### src/rtl/lfsr_noise_gen.sv
// Fibonacci LFSR noise source with a valid/ready sample port, runtime seed load
// and wrap / rejected-seed pulses.
module lfsr_noise_gen #(
  parameter int              WIDTH        = 4,
  parameter logic [WIDTH-1:0] TAPS         = 4'b1100,
  parameter logic [WIDTH-1:0] SEED_DEFAULT = 4'b0001,
  parameter int              STEPS        = 1
) (
  input  logic             clk_i,
  input  logic             n_rst_i,
  input  logic             enable_i,
  input  logic             load_i,
  input  logic [WIDTH-1:0] seed_i,
  input  logic             ready_i,
  output logic [WIDTH-1:0] sample_o,
  output logic             valid_o,
  output logic             wrap_o,
  output logic             seed_err_o
);

  typedef enum logic {IDLE, RUN} fsm_t;

  fsm_t             fsm_q, fsm_d;
  logic [WIDTH-1:0] state_q;
  logic [WIDTH-1:0] seed_q;
  logic [WIDTH-1:0] next_state;
  logic             wrap_q;
  logic             seed_err_q;
  logic             do_load;
  logic             do_xfer;

  if (WIDTH < 3 || WIDTH > 32) begin : g_bad_width
    $fatal(1, "lfsr_noise_gen: WIDTH must be 3..32");
  end
  if (STEPS < 1 || STEPS > WIDTH) begin : g_bad_steps
    $fatal(1, "lfsr_noise_gen: STEPS must be 1..WIDTH");
  end
  if (SEED_DEFAULT == '0) begin : g_bad_seed
    $fatal(1, "lfsr_noise_gen: SEED_DEFAULT must be non-zero");
  end

  // All STEPS shifts happen in one cycle; only the final state is ever visible.
  function automatic logic [WIDTH-1:0] advance(input logic [WIDTH-1:0] s);
    logic [WIDTH-1:0] t;
    t = s;
    for (int i = 0; i < STEPS; i++) begin
      t = {t[WIDTH-2:0], ^(t & TAPS)};
    end
    return t;
  endfunction

  assign next_state = advance(state_q);

  always_ff @(posedge clk_i or negedge n_rst_i) begin
    if (!n_rst_i) begin
      fsm_q <= IDLE;
    end else begin
      fsm_q <= fsm_d;
    end
  end

  // A sample once offered stays offered until it is taken, so RUN only exits on a transfer.
  always_comb begin
    fsm_d   = fsm_q;
    do_load = 1'b0;
    do_xfer = 1'b0;
    case (fsm_q)
      IDLE: begin
        do_load = load_i;
        if (enable_i) fsm_d = RUN;
      end
      RUN: begin
        do_xfer = ready_i;
        if (ready_i && !enable_i) fsm_d = IDLE;
      end
      default: fsm_d = IDLE;
    endcase
  end

  always_ff @(posedge clk_i or negedge n_rst_i) begin
    if (!n_rst_i) begin
      state_q    <= SEED_DEFAULT;
      seed_q     <= SEED_DEFAULT;
      wrap_q     <= 1'b0;
      seed_err_q <= 1'b0;
    end else begin
      wrap_q     <= 1'b0;
      seed_err_q <= 1'b0;
      if (do_load) begin
        // A zero seed would lock the register at zero, so fall back to the default.
        if (seed_i == '0) begin
          state_q    <= SEED_DEFAULT;
          seed_q     <= SEED_DEFAULT;
          seed_err_q <= 1'b1;
        end else begin
          state_q <= seed_i;
          seed_q  <= seed_i;
        end
      end else if (do_xfer) begin
        state_q <= next_state;
        wrap_q  <= (next_state == seed_q);
      end
    end
  end

  assign sample_o   = state_q;
  assign valid_o    = (fsm_q == RUN);
  assign wrap_o     = wrap_q;
  assign seed_err_o = seed_err_q;

endmodule

### config.mk
export PLATFORM = sky130hd
export DESIGN_NAME = lfsr_noise_gen
export DESIGN_NICKNAME = d
export VERILOG_FILES = /design/src/rtl/lfsr_noise_gen.sv
export SDC_FILE = /design/constraint.sdc
export NUM_CORES = 1
export LEC_CHECK = 0
export ABC_AREA = 1
export CORE_AREA = 3 3 40 42
export DETAILED_ROUTE_END_ITERATION = 12
export DIE_AREA = 0 0 43 45
export PLACE_DENSITY = 0.73
export SETUP_SLACK_MARGIN = 0.2
export SYNTH_ARGS = -nofsm -noshare
export SYNTH_HDL_FRONTEND = slang
export SYNTH_SLANG_ARGS = --single-unit
### constraint.sdc
create_clock -name clk_i -period 2.7 [get_ports clk_i]
set_clock_uncertainty 0.1 [all_clocks]
set_input_delay 0.675 -clock clk_i [delete_from_list [all_inputs] [get_ports clk_i]]
set_output_delay 0.675 -clock clk_i [all_outputs]
set_load 0.01 [all_outputs]
; After elaboration in Yosys (flattened, before gate mapping)
; Cells that the tools add are included.
[totals]
output_inout_bits = 7
ff_bits = 11
in_bits = 9
[classes]
n_reduce_logical = 5
muxes = 12
n_bitwise = 1
n_eq_ne = 1
[op_table]
columns = cell, count
row1 = two-way mux 4 bit, 3
row2 = two-way mux 1 bit, 8
row3 = == test 4 bit, 1
row4 = zero test 4 bit, 1
row5 = parity 4 bit, 1
row6 = one-hot mux 1 bit (2 select lines), 1
row7 = nonzero test 2 bit, 1
row8 = logical AND 1 bit, 1
row9 = zero test 1 bit, 1
row10 = inverter 1 bit, 1

; Logic depth before layout (Yosys ltp)
[logic_depth]
word_depth = 4
mapped_depth = 6
depth_no_buf = 6

; Worst setup path after synthesis
; OpenSTA, ideal clock, no wires.
[synth_timing]
path_type = register to output
start = register state_q[0] (netlist: sample_o[0])
end = output port sample_o[0]
t_arrival_ns = 0.553
n_path_buf = 0
path_stages_with_launch = 1
required_ns = 1.925
setup_slack_ns = 1.372
cell_sequence = dfstp_2
[synth_lines]
columns = element, line_no
row1 = from (decl), 24  ; logic [WIDTH-1:0] state_q;
row2 = from (signal assigned), 96  ; state_q <= seed_i;
row3 = from (signal assigned), 100  ; state_q <= next_state;
row4 = to (decl), 15  ; output logic [WIDTH-1:0] sample_o,
; No word-level cell between the ends.

; Worst setup path in the final report
[layout_timing]
start = register state_q[0] (netlist: sample_o[0])
end = output port sample_o[0]
; No word-level cell between the ends.

==> results.txt <==
* CTS buffer count: 3
- Worst-path fanout max: 4
- Synth unique cells: 12
* Ratio of cells with drive above 1 in the final layout: 0.125
- Overall die area: 1940 um^2
- After detailed routing, the number of remaining DRC violations is 0.
- Leaving out fill and tap cells, the most frequent cell in the layout is sky130_fd_sc_hd__nand2_1.
* Final Hold Viols: 0
- Synthesis-stage register bit count: 11
- Hold-fix buffers, CTS: 0
* Start of the worst register-to-register path: valid_o
- For this design the top-level I/O count stands at 16.
- The startpoint identified for the worst hold timing path is seed_q[2].
* Initial core utilization: 0.403
- Static leakage power: 0.358 nW
* Worst min-delay path class: reg2reg
- Clock tree synthesis found a total of 11 sinks.
- On the critical path the largest part of the delay comes from flip-flops.
* Max-Slew Margin vs Limit: 0.662
- Critical path required time: 1.92 ns
* Wire length of the first global-routing pass: 1710 um
- The completed layout was analyzed and its total power is 475 uW.
* Worst-path cell with the longest stage delay: sky130_fd_sc_hd__dfstp_2
- Maximum VDD drop: 365 uV
* Maximum number of pins on one net before global-route repair: 12
- Based on the critical path, the design can be clocked at up to 0.463 GHz.
* Series of cell instances along the critical path: clkdlybuf4s50_1
- Vias post-DR: 456
- For this run, the register share of the synthesized area comes to 0.536.
- The total overflow left after global routing is 0.
- The worst setup path is of the reg2out kind.
* Average via count per standard cell: 4.80
- Compared with the post-synthesis result, the final layout area differs by 37.7%.
* Setup Fix Bufs, Post-CTS: 0
* Die boundary height: 45 um
- Slowest Stage Delay on Critical Path: 0.57 ns
- Setup-violating endpoint count in the final report: 0
- Setup repair after global routing left no endpoint under its margin.
- The average instance in the mapped netlist occupies 8.49 um^2.
- The library cells used most frequently in the layout, excluding fill and tap cells, are 20 x sky130_fd_sc_hd__nand2_1, 15 x sky130_fd_sc_hd__clkdlybuf4s50_1, 9 x sky130_fd_sc_hd__dfrtp_1.
* Post-DP HPWL: 866 um
- 0 antenna diodes ended up in the layout.
* Net Count, Synth: 70
- During synthesis, Yosys emitted a total of 0 warnings.
* Clock Pin Slew Worst Setup and Hold Paths: 0.08 ns
- Clock latency on the worst-skew pair, taken at its later pin, is 0.27 ns.
* Total iterations of the first detailed-routing run: 5
- Data on the critical path arrives at its endpoint at 1.38 ns.
* Rows: 13
- The worst setup path is launched from a flop.
* Global placer's final weighted congestion: 0.779
* Outcome: complete, no violations
- After detailed routing, the total wire length is 1150 um.
- Of the available clock period, the critical path in the final layout requires 0.799.
- CTS tree: done
- Master cell of the clock root buffer: sky130_fd_sc_hd__clkbuf_4
- Wire per inst: 12.1 um
* Number of buffers and inverters on the critical path: 1
- Worst hold slack: 0.403 ns
- Max-cap violations: 0
- Power Density: 666 nW/um^2
* H-tree levels: 1
* Min Tclk post-route: 2.16 ns
- Counting every instance in the synthesized netlist gives 61.
* Worst-case clock buffer depth: 2
- After the first detailed-routing iteration, the DRC count stood at 5.
- The number of antenna violations at the first check in global routing was 0.
- For the pin with the worst max-slew slack, the measured transition is 0.505 ns.
- From left edge to right edge, the die measures 43 um.
- Capturing element type of the critical path: output pin
- The detail route stage leaves a number of antenna-violating nets equal to 0.
* Core box area: 1280 um^2
* Accumulated negative setup slack: 0 ns
* PortBufs: 15
- After clock tree synthesis, the repair step resized 0 gates.
- The final number of max-transition violations came to 0.
- Mapped cell area: 518 um^2
* Overall routing resource usage: 0.125
- Vias in the first global route: 411
* Launching element of the worst setup path: sample_o[0]
- Net count of the finished layout: 90
stage by stage:
stage          worst slack, ns  area (um^2)  utilization  std cells
5_1_grt                  0.505          713        0.555         95
2_1_floorplan             1.37          518            -         61
3_5_place_dp             0.803          687        0.535         91
3_3_place_gp             0.833          687        0.535         91
4_1_cts                  0.537          713        0.555         95
6_report                 0.542          713        0.555         95
flip-flops by register name, indices dropped and copies added (netlist names):
register	count
seed_err_o	1
sample_o	4
wrap_o	1
seed_q	4
valid_o	1
layer usage:
metal / vias to the layer above / global-route usage / wire (um) / part of all wire
met5: - / 0 / 0 / 0
met4: 0 / 0.0723 / 13 / 0.011
met3: 2 / 0.0359 / 70 / 0.061
met2: 21 / 0.186 / 528 / 0.46
met1: 207 / 0.162 / 536 / 0.47
li1: 226 / - / - / -
where the power goes:
part | internal (mW) | switching (mW) | total, mW | leakage (nW)
combinational | 0.0724 | 0.0646 | 0.137 | 0.210
sequential | 0.197 | 0.0267 | 0.224 | 0.133
clock | 0.0571 | 0.0575 | 0.115 | 0.0150
total | 0.326 | 0.149 | 0.475 | 0.358
layout make-up:
| class | instances | area [um^2] |
|---|---|---|
| Timing Repair Buffer | 15 | 150 |
| Fill cell | 125 | 572 |
| Tap cell | 15 | 18.8 |
| Sequential cell | 11 | 278 |
| Multi-Input combinational cell | 43 | 214 |
| Inverter | 7 | 26.3 |
| Clock buffer | 4 | 26.3 |
Yosys cell counts, drive strengths merged:
cell type / n / area (um^2)
nand2: 22 / 87.6
dfrtp: 9 / 225
nor2: 9 / 41.3
inv: 7 / 26.3
nand3: 4 / 20.0
xor2: 4 / 35.0
o211ai: 3 / 22.5
dfstp: 2 / 52.6
o21bai: 1 / 7.51
cell families (layout without fill, tap and decap cells):
| group | after synthesis | after routing | share of synthesized area |
|---|---|---|---|
| and+or+nand+nor | 35 | 35 | 0.287 |
| DFF | 11 | 11 | 0.536 |
| buffers and inverters | 7 | 26 | 0.0507 |
| AOI/OAI and AO/OA | 4 | 4 | 0.0580 |
| xor gates and xnor gates | 4 | 4 | 0.0676 |
worst paths after layout:
check	slack, ns	cells past startpoint	to
min	0.40	2	seed_q[2]
max in group asynchronous	1.50	1	sample_o[0]
max reg2reg	1.59	5	sample_o[0]
min in group asynchronous	0.64	1	wrap_o
max	0.54	1	sample_o[0]
min reg2reg	0.40	2	seed_q[2]
(Power assumes the default switching activity.)
